`src/rtl/mcpu_pkg.sv`:
```
`default_nettype none
// ============================================================================
// Module      : mcpu_pkg
// Description : Shared opcodes, state encoding and datapath select constants
//               for the multi-cycle CPU control unit.
// Revision    : 1.0 - initial release
// ============================================================================
package mcpu_pkg;

    localparam int c_opW     = 6;
    localparam int c_aluOpW  = 3;

    localparam logic [c_opW-1:0] c_opAdd  = 6'b000000;
    localparam logic [c_opW-1:0] c_opAddi = 6'b000001;
    localparam logic [c_opW-1:0] c_opSub  = 6'b000010;
    localparam logic [c_opW-1:0] c_opOri  = 6'b010000;
    localparam logic [c_opW-1:0] c_opAnd  = 6'b010001;
    localparam logic [c_opW-1:0] c_opOr   = 6'b010010;
    localparam logic [c_opW-1:0] c_opSw   = 6'b100110;
    localparam logic [c_opW-1:0] c_opLw   = 6'b100111;
    localparam logic [c_opW-1:0] c_opBeq  = 6'b110000;
    localparam logic [c_opW-1:0] c_opJ    = 6'b111000;
    localparam logic [c_opW-1:0] c_opHalt = 6'b111111;

    typedef enum logic [3:0] {
        ST_IF     = 4'b0000,
        ST_ID     = 4'b0001,
        ST_EXE_AL = 4'b0010,
        ST_EXE_BR = 4'b0011,
        ST_EXE_MA = 4'b0100,
        ST_MEM    = 4'b0101,
        ST_WB_AL  = 4'b0110,
        ST_WB_LD  = 4'b0111,
        ST_HALT   = 4'b1000
    } state_t;

    localparam logic [c_aluOpW-1:0] c_aluAdd = 3'b000;
    localparam logic [c_aluOpW-1:0] c_aluSub = 3'b001;
    localparam logic [c_aluOpW-1:0] c_aluOr  = 3'b011;
    localparam logic [c_aluOpW-1:0] c_aluAnd = 3'b100;

    localparam logic [1:0] c_pcNext   = 2'b00;
    localparam logic [1:0] c_pcBranch = 2'b01;
    localparam logic [1:0] c_pcJump   = 2'b10;

endpackage
`default_nettype wire

```
`src/rtl/mcu_op_decode.sv`:
```
`default_nettype none
// ============================================================================
// Module      : mcu_op_decode
// Description : Combinational opcode decoder producing the static datapath
//               fields and a legality flag.
// Revision    : 1.0 - initial release
// ============================================================================
module mcu_op_decode
    import mcpu_pkg::*;
#(
    parameter int OPW    = 6,
    parameter int ALUOPW = 3
)
(
    input  logic [OPW-1:0]    i_op,
    output logic [ALUOPW-1:0] o_aluOp,
    output logic              o_aluSrcB,
    output logic              o_regOut,
    output logic              o_extSel,
    output logic              o_legal
);

    always_comb begin
        o_aluOp   = c_aluAdd;
        o_aluSrcB = 1'b0;
        o_regOut  = 1'b0;
        o_extSel  = 1'b1;
        o_legal   = 1'b1;
        case (i_op)
            c_opAdd:  o_regOut = 1'b1;
            c_opAddi: o_aluSrcB = 1'b1;
            c_opSub: begin
                o_aluOp  = c_aluSub;
                o_regOut = 1'b1;
            end
            c_opOri: begin
                o_aluOp   = c_aluOr;
                o_aluSrcB = 1'b1;
                o_extSel  = 1'b0;
            end
            c_opAnd: begin
                o_aluOp  = c_aluAnd;
                o_regOut = 1'b1;
            end
            c_opOr: begin
                o_aluOp  = c_aluOr;
                o_regOut = 1'b1;
            end
            c_opSw, c_opLw: o_aluSrcB = 1'b1;
            c_opBeq:  o_aluOp = c_aluSub;
            c_opJ, c_opHalt: ;
            default:  o_legal = 1'b0;
        endcase
    end

endmodule
`default_nettype wire

```
`src/rtl/multi_cycle_control_unit.sv`:
```
`default_nettype none
// ============================================================================
// Module      : multi_cycle_control_unit
// Description : IF/ID/EXE/MEM/WB sequencer driving the datapath enables and
//               mux selects of a multi-cycle CPU.
// Revision    : 1.0 - initial release
// ============================================================================
module multi_cycle_control_unit
    import mcpu_pkg::*;
#(
    parameter int OPW    = 6,
    parameter int ALUOPW = 3
)
(
    input  logic              clk,
    input  logic              reset,
    input  logic [OPW-1:0]    opcode,
    input  logic              zero,
    output logic              PCWre,
    output logic              InsMemRW,
    output logic              IRWre,
    output logic              ExtSel,
    output logic              RegOut,
    output logic              RegWre,
    output logic [ALUOPW-1:0] ALUOp,
    output logic              ALUSrcB,
    output logic              ALUM2Reg,
    output logic [1:0]        PCSrc,
    output logic              DataMemRW,
    output logic [3:0]        state,
    output logic              halted,
    output logic              illegal_op
);

    state_t             r_state;
    logic [OPW-1:0]     r_opQ;
    logic               r_illegal;

    logic [OPW-1:0]     w_decOp;
    logic [ALUOPW-1:0]  w_decAluOp;
    logic               w_decAluSrcB;
    logic               w_decRegOut;
    logic               w_decExtSel;
    logic               w_decLegal;
    logic               w_inExec;
    logic               w_pcWre;
    logic               w_irWre;
    logic               w_regWre;
    logic               w_dataMemRW;

    // In ID the live opcode needs a legality verdict; everywhere else only
    // the captured opcode matters, so one decoder serves both.
    assign w_decOp = (r_state == ST_ID) ? opcode : r_opQ;

    mcu_op_decode #(
        .OPW    (OPW),
        .ALUOPW (ALUOPW)
    ) u_opDecode (
        .i_op      (w_decOp),
        .o_aluOp   (w_decAluOp),
        .o_aluSrcB (w_decAluSrcB),
        .o_regOut  (w_decRegOut),
        .o_extSel  (w_decExtSel),
        .o_legal   (w_decLegal)
    );

    always_ff @(posedge clk) begin
        if (reset) begin
            r_state   <= ST_IF;
            r_opQ     <= '0;
            r_illegal <= 1'b0;
        end else begin
            case (r_state)
                ST_IF: r_state <= ST_ID;
                ST_ID: begin
                    r_opQ <= opcode;
                    if (!w_decLegal) begin
                        r_illegal <= 1'b1;
                        r_state   <= ST_HALT;
                    end else if (opcode == c_opJ) begin
                        r_state <= ST_IF;
                    end else if (opcode == c_opHalt) begin
                        r_state <= ST_HALT;
                    end else if (opcode == c_opBeq) begin
                        r_state <= ST_EXE_BR;
                    end else if (opcode == c_opLw || opcode == c_opSw) begin
                        r_state <= ST_EXE_MA;
                    end else begin
                        r_state <= ST_EXE_AL;
                    end
                end
                ST_EXE_AL: r_state <= ST_WB_AL;
                ST_EXE_BR: r_state <= ST_IF;
                ST_EXE_MA: r_state <= ST_MEM;
                ST_MEM:    r_state <= (r_opQ == c_opLw) ? ST_WB_LD : ST_IF;
                ST_WB_AL:  r_state <= ST_IF;
                ST_WB_LD:  r_state <= ST_IF;
                ST_HALT:   r_state <= ST_HALT;
                default:   r_state <= ST_IF;
            endcase
        end
    end

    always_comb begin
        w_pcWre     = 1'b0;
        w_irWre     = 1'b0;
        w_regWre    = 1'b0;
        w_dataMemRW = 1'b0;
        InsMemRW    = 1'b0;
        ALUM2Reg    = 1'b0;
        PCSrc       = c_pcNext;
        case (r_state)
            ST_IF: begin
                InsMemRW = 1'b1;
                w_irWre  = 1'b1;
            end
            ST_ID: begin
                if (opcode == c_opJ) begin
                    w_pcWre = 1'b1;
                    PCSrc   = c_pcJump;
                end
            end
            ST_EXE_BR: begin
                w_pcWre = 1'b1;
                PCSrc   = zero ? c_pcBranch : c_pcNext;
            end
            ST_MEM: begin
                if (r_opQ == c_opSw) begin
                    w_dataMemRW = 1'b1;
                    w_pcWre     = 1'b1;
                end
            end
            ST_WB_AL: begin
                w_regWre = 1'b1;
                w_pcWre  = 1'b1;
            end
            ST_WB_LD: begin
                w_regWre = 1'b1;
                ALUM2Reg = 1'b1;
                w_pcWre  = 1'b1;
            end
            default: ;
        endcase
    end

    assign w_inExec = (r_state == ST_EXE_AL) || (r_state == ST_EXE_BR) ||
                      (r_state == ST_EXE_MA) || (r_state == ST_MEM)    ||
                      (r_state == ST_WB_AL)  || (r_state == ST_WB_LD);

    // State-changing enables are killed combinationally so an aborted
    // instruction cannot commit anything in the reset cycle.
    assign PCWre     = w_pcWre     & ~reset;
    assign IRWre     = w_irWre     & ~reset;
    assign RegWre    = w_regWre    & ~reset;
    assign DataMemRW = w_dataMemRW & ~reset;

    assign ALUOp      = w_inExec ? w_decAluOp   : c_aluAdd;
    assign ALUSrcB    = w_inExec ? w_decAluSrcB : 1'b0;
    assign RegOut     = w_inExec ? w_decRegOut  : 1'b0;
    assign ExtSel     = w_inExec ? w_decExtSel  : 1'b1;

    assign state      = r_state;
    assign halted     = (r_state == ST_HALT);
    assign illegal_op = r_illegal;

endmodule
`default_nettype wire
```
`config.mk`:
```
export PLATFORM = sky130hd
export DESIGN_NAME = multi_cycle_control_unit
export DESIGN_NICKNAME = d
export VERILOG_FILES = /design/src/rtl/mcpu_pkg.sv /design/src/rtl/mcu_op_decode.sv /design/src/rtl/multi_cycle_control_unit.sv
export SDC_FILE = /design/constraint.sdc
export NUM_CORES = 1
export LEC_CHECK = 0
export ABC_AREA = 1
export CAP_MARGIN = 20
export CORE_MARGIN = 1.5
export CORE_UTILIZATION = 40
export DETAILED_ROUTE_END_ITERATION = 8
export PLACE_DENSITY = 0.74
export SLEW_MARGIN = 30
export SYNTH_ARGS = -nofsm -noshare
export SYNTH_HDL_FRONTEND = slang
export SYNTH_SLANG_ARGS = --single-unit
```
`constraint.sdc`:
```
create_clock -name clk -period 2.2 [get_ports clk]
set_input_delay 0.33 -clock clk [delete_from_list [all_inputs] [get_ports clk]]
set_output_delay 0.33 -clock clk [all_outputs]
set_load 0.1 [all_outputs]
```
; After elaboration in Yosys (flattened, before gate mapping)
; Cells that the tools add are included.
; W data, S select, Z words.
[op_classes]
n_bitwise = 6
eq_ne = 25
n_reduce_logical = 16
mux = 27
[ops]
columns = operator, n
row1 = $eq A6 B6 Y1 const B, 12
row2 = $pmux W4 S6, 1
row3 = $eq A6 B5 Y1 const B, 3
row4 = $eq A4 B3 Y1 const B, 4
row5 = $mux W1, 14
row6 = $mux W3, 4
row7 = $mux W4, 3
row8 = $reduce_or A11 Y1, 1
row9 = $pmux W3 S3, 1
row10 = $eq A4 B2 Y1 const B, 2
row11 = $reduce_or A4 Y1, 2
row12 = $eq A6 B1 Y1 const B, 1
row13 = $eq A6 B2 Y1 const B, 1
row14 = $logic_not A6 Y1, 1
row15 = $logic_or A1 B1 Y1, 6
row16 = $mux W6, 1
row17 = $reduce_or A2 Y1, 3
row18 = $and A1 B1 Y1, 4
row19 = $eq A4 B1 Y1 const B, 1
row20 = $eq A4 B4 Y1 const B, 1
row21 = $logic_not A4 Y1, 1
row22 = $pmux W2 S2, 1
row23 = $pmux W1 S3, 1
row24 = $reduce_or A3 Y1, 1
row25 = other kinds (3), 4
[word_totals]
word_cells = 77
ff_bits = 11

; Logic depth before layout (Yosys ltp)
[depth]
ltp_word = 8
ltp_mapped = 14
mapped_depth_nobuf = 13

; Modules after synthesis
; From an unflattened synthesis, not the netlist that was laid out.
[unflattened]
cells_unflattened = 179
hier_area_um2 = 1006.0
[modules_own_cells]
columns = mod, cells_per_inst, instances, seq_area_each_um2, area_per_inst_um2
row1 = multi_cycle_control_unit, 143, 1, 220.2, 820.8
row2 = mcu_op_decode, 36, 1, 0.0, 185.2

; Least setup slack after synthesis
; No wires, ideal clock.
[synth_path]
kind = reg2out
from = reg r_state[0] (netlist: state[0])
to = out PCWre
t_required_ns = 1.870
n_path_buf = 1
path_stages_with_launch = 8
path_slack_ns = -3.591
t_arrival_ns = 5.461
cell_sequence = dfxtp_1 -> inv_2 -> nor2_8 -> nand2_4 -> buf_12 -> nor4_1 -> o21ai_0 -> inv_1
[synth_via]
elab_chain_cells = 4
word_cells_on_any_way = 8
cone_classes = eq/ne (5) / mux (1) / bitwise (1) / reduce/logical (1)
[synth_rtl]
columns = item, line
row1 = start: declaration, multi_cycle_control_unit.sv:35  ; state_t r_state;
row2 = start signal: assignment, multi_cycle_control_unit.sv:95  ; ST_MEM: r_state <= (r_opQ == c_opLw) ? ST_WB_LD : ST_IF;
row3 = $eq A4 B2 Y1 / $eq A4 B3 Y1 (equally long branches), multi_cycle_control_unit.sv:112  ; case (r_state)
row4 = $reduce_or A3 Y1 (no line), --
row5 = $pmux W1 S3 *, multi_cycle_control_unit.sv:112
row6 = $and A1 B1 Y1 *, multi_cycle_control_unit.sv:152  ; assign PCWre = w_pcWre & ~reset;
row7 = end: declaration, multi_cycle_control_unit.sv:19  ; output logic PCWre,
; Every way passes the cells marked *; elsewhere a longest branch is shown, timed or not.

; Worst setup path in the final report
[layout_path]
from = reg r_state[1] (netlist: state[1])
to = out ALUSrcB
[layout_via]
elab_chain_cells = 7
word_cells_on_any_way = 20
cone_classes = eq/ne (11) / mux (3) / reduce/logical (6)
[layout_rtl]
columns = item, line
row1 = branches (longest 6 deep; another with $mux W6), --
row2 = $mux W1 *, multi_cycle_control_unit.sv:158  ; assign ALUSrcB = w_inExec ? w_decAluSrcB : 1'b0;
row3 = end: declaration, multi_cycle_control_unit.sv:26  ; output logic ALUSrcB,
; Every way passes the cells marked *.

==> reports/results.txt <==
Antenna viol nets, final: 0
RSZ-0062 raised after global routing: true
Initial antenna violation count: 0
GRT met1 Usage: 0.341
H-Tree Depth: 1
Root buffer cell: clkbuf_4
Final Hold Fails: 0
Failing checks: negative setup slack
Effective utilization at floorplan: 0.420
CP required: 1870 ps
Commonest non-fill, non-tap cells in the layout: buf_4, inv_1, nand2_1
P&R area growth vs syn: 96.1%
Layout cells sized above 1: 0.572
Total Routing Usage GR: 0.305
Met2 Usage GRT: 0.547
CTS buffer count: 3
Seq/Total Area, Yosys: 0.213
Vias/cell: 5.46
Crit path capture type: output pin
DR DRC count: 0
Synth async-reset ratio: 0
Wire per inst: 16.5 um
Most common cell after layout, fill and taps aside: buf_4
Clock Tree Buf Depth: 2
Largest net degree at the start of global routing: 11
Final setup viols: 7
Slew at the pin closest to its max-slew limit: 563 ps
Fin nets: 239
Worst Hold Class: register to register
Clock transition at path regs: 90 ps
First-pass GRT wire length: 6330 um
Post-synth EDFFs: 0
Yosys warning count: 0
Initial DRC count: 54
Grt ovf: 0
GR peak layer: met2
Main synth FF type: dfxtp_1
Register area: 235 um2
Minimum clock period: 2340 ps
Ant. Diodes: 0
Setup ws final: -140 ps
Placed cell area: 1670 um2
Final Skew: 10.9 ps
Synthesized area per cell: 6.37 um2
Vias in the first global route: 1417
Filler Cells Inserted: 143
I/O pins: 29
Via count: 1414
Syn nets: 171
WL final: 4270 um
Synth Cell Area: 1030 um2
Slew Viols, Final: 0
CTS Hold Bufs: 0
Max FO, Critical Path: 5
Cell count after synthesis: 162
Max-cap violations: 0
Die Y-Extent: 53.8 um
Number of synthesized register bits: 11
Rel. slew slack: 0.625
Clk_lat worst skew: 290 ps
Max Clk Rate: 427 MHz
Period utilization: 1.06
Port Buffer Count: 28
CORE AREA: 2450 um2
Final std cell area, no fill: 2020 um2
TritonCTS clock tree: built
Final Util: 0.825
Total negative setup slack: -635 ps
Site Rows: 18
Status: finished, violations left
Synth cell types: 28
CP startpoint kind: register
Worst Path Arrival: 2010 ps
Grt met3 use: 0.0444
Multi-input gate area: 853 um2
TritonRoute pass-1 iters: 4
# clock sinks: 11
Critical path class: register to output pin
Die Area: 2890 um2
Die Wd: 53.8 um
Placer Congestion: 0.868
Hpwl dp: 2400 um
## flip-flops by register name (all words and copies together) (netlist names)
signal      flops
r_opQ           6
state           4
illegal_op      1
## worst paths after layout
| check | depth (start not counted) | start | slack [ps] | end |
|---|---|---|---|---|
| min reg2reg | 2 | illegal_op | 460 | illegal_op |
| min | 2 | illegal_op | 460 | illegal_op |
| max | 12 | state[1] | -140 | ALUSrcB |
| max reg2reg | 14 | state[3] | 300 | state[1] |
## metal layers
metal,share of wire,vias to the layer above
met5,0,-
met4,0.036,0
met3,0.072,17
met2,0.52,84
met1,0.37,663
li1,-,650
## worst max-delay path: stages, from the launching register on
cell and delay, ps:
dfxtp_4 390, inv_4 90, nand2_1 100, nor2_2 180, nand2_2 90, nand2_4 100
nand2_2 80, nor2_4 120, nand2_2 110, nand3_2 110, nand2_2 70, clkinvlp_4 110
buf_12 170
## what timing repair did
item / in CTS / in global routing
buffers inserted: 22 / 4
cloned: 1 / 0
pin swaps: 15 / 8
resized for setup: 24 / 7
setup endpoints to repair: 7 / 7
## cells in the mapped netlist (2+ instances only)
master	n	share of area
nand2_4	9	0.098
nand3_2	3	0.029
nand2_2	4	0.024
nor2_1	23	0.084
nand2_1	27	0.098
a31oi_1	2	0.012
dfxtp_1	11	0.21
nor3_1	5	0.024
a21oi_1	6	0.029
inv_2	4	0.015
nor2_4	3	0.033
o21ai_0	2	0.0097
nor2_2	6	0.036
inv_1	28	0.10
nand3_1	15	0.073
nand4_1	2	0.012
## final cells by class
cell class | instances | share of cell area
repair buffers | 65 | 0.355
well taps | 30 | 0.0185
inverters | 32 | 0.0760
multi-input cells | 117 | 0.422
clock buffers | 4 | 0.0130
flip-flops and latches | 11 | 0.116
## stage by stage
stage / setup slack, ps / std cells / hold WS [ps]
after floorplan: -541 / 162 / 485
after CTS: -60.2 / 255 / 458
final: -140 / 259 / 460
after detailed placement: -18.4 / 228 / 445
after global placement: 14.9 / 228 / 443
after global routing: -232 / 259 / 473
## logic make-up after synthesis
kind of cell,synth area share
compound gates,0.0885
flops,0.213
buf+inv,0.147
simple gates,0.552
Power is left out: the tool's default activity adds up to more than one toggle a clock period on the data nets, which glitch-free logic cannot reach.
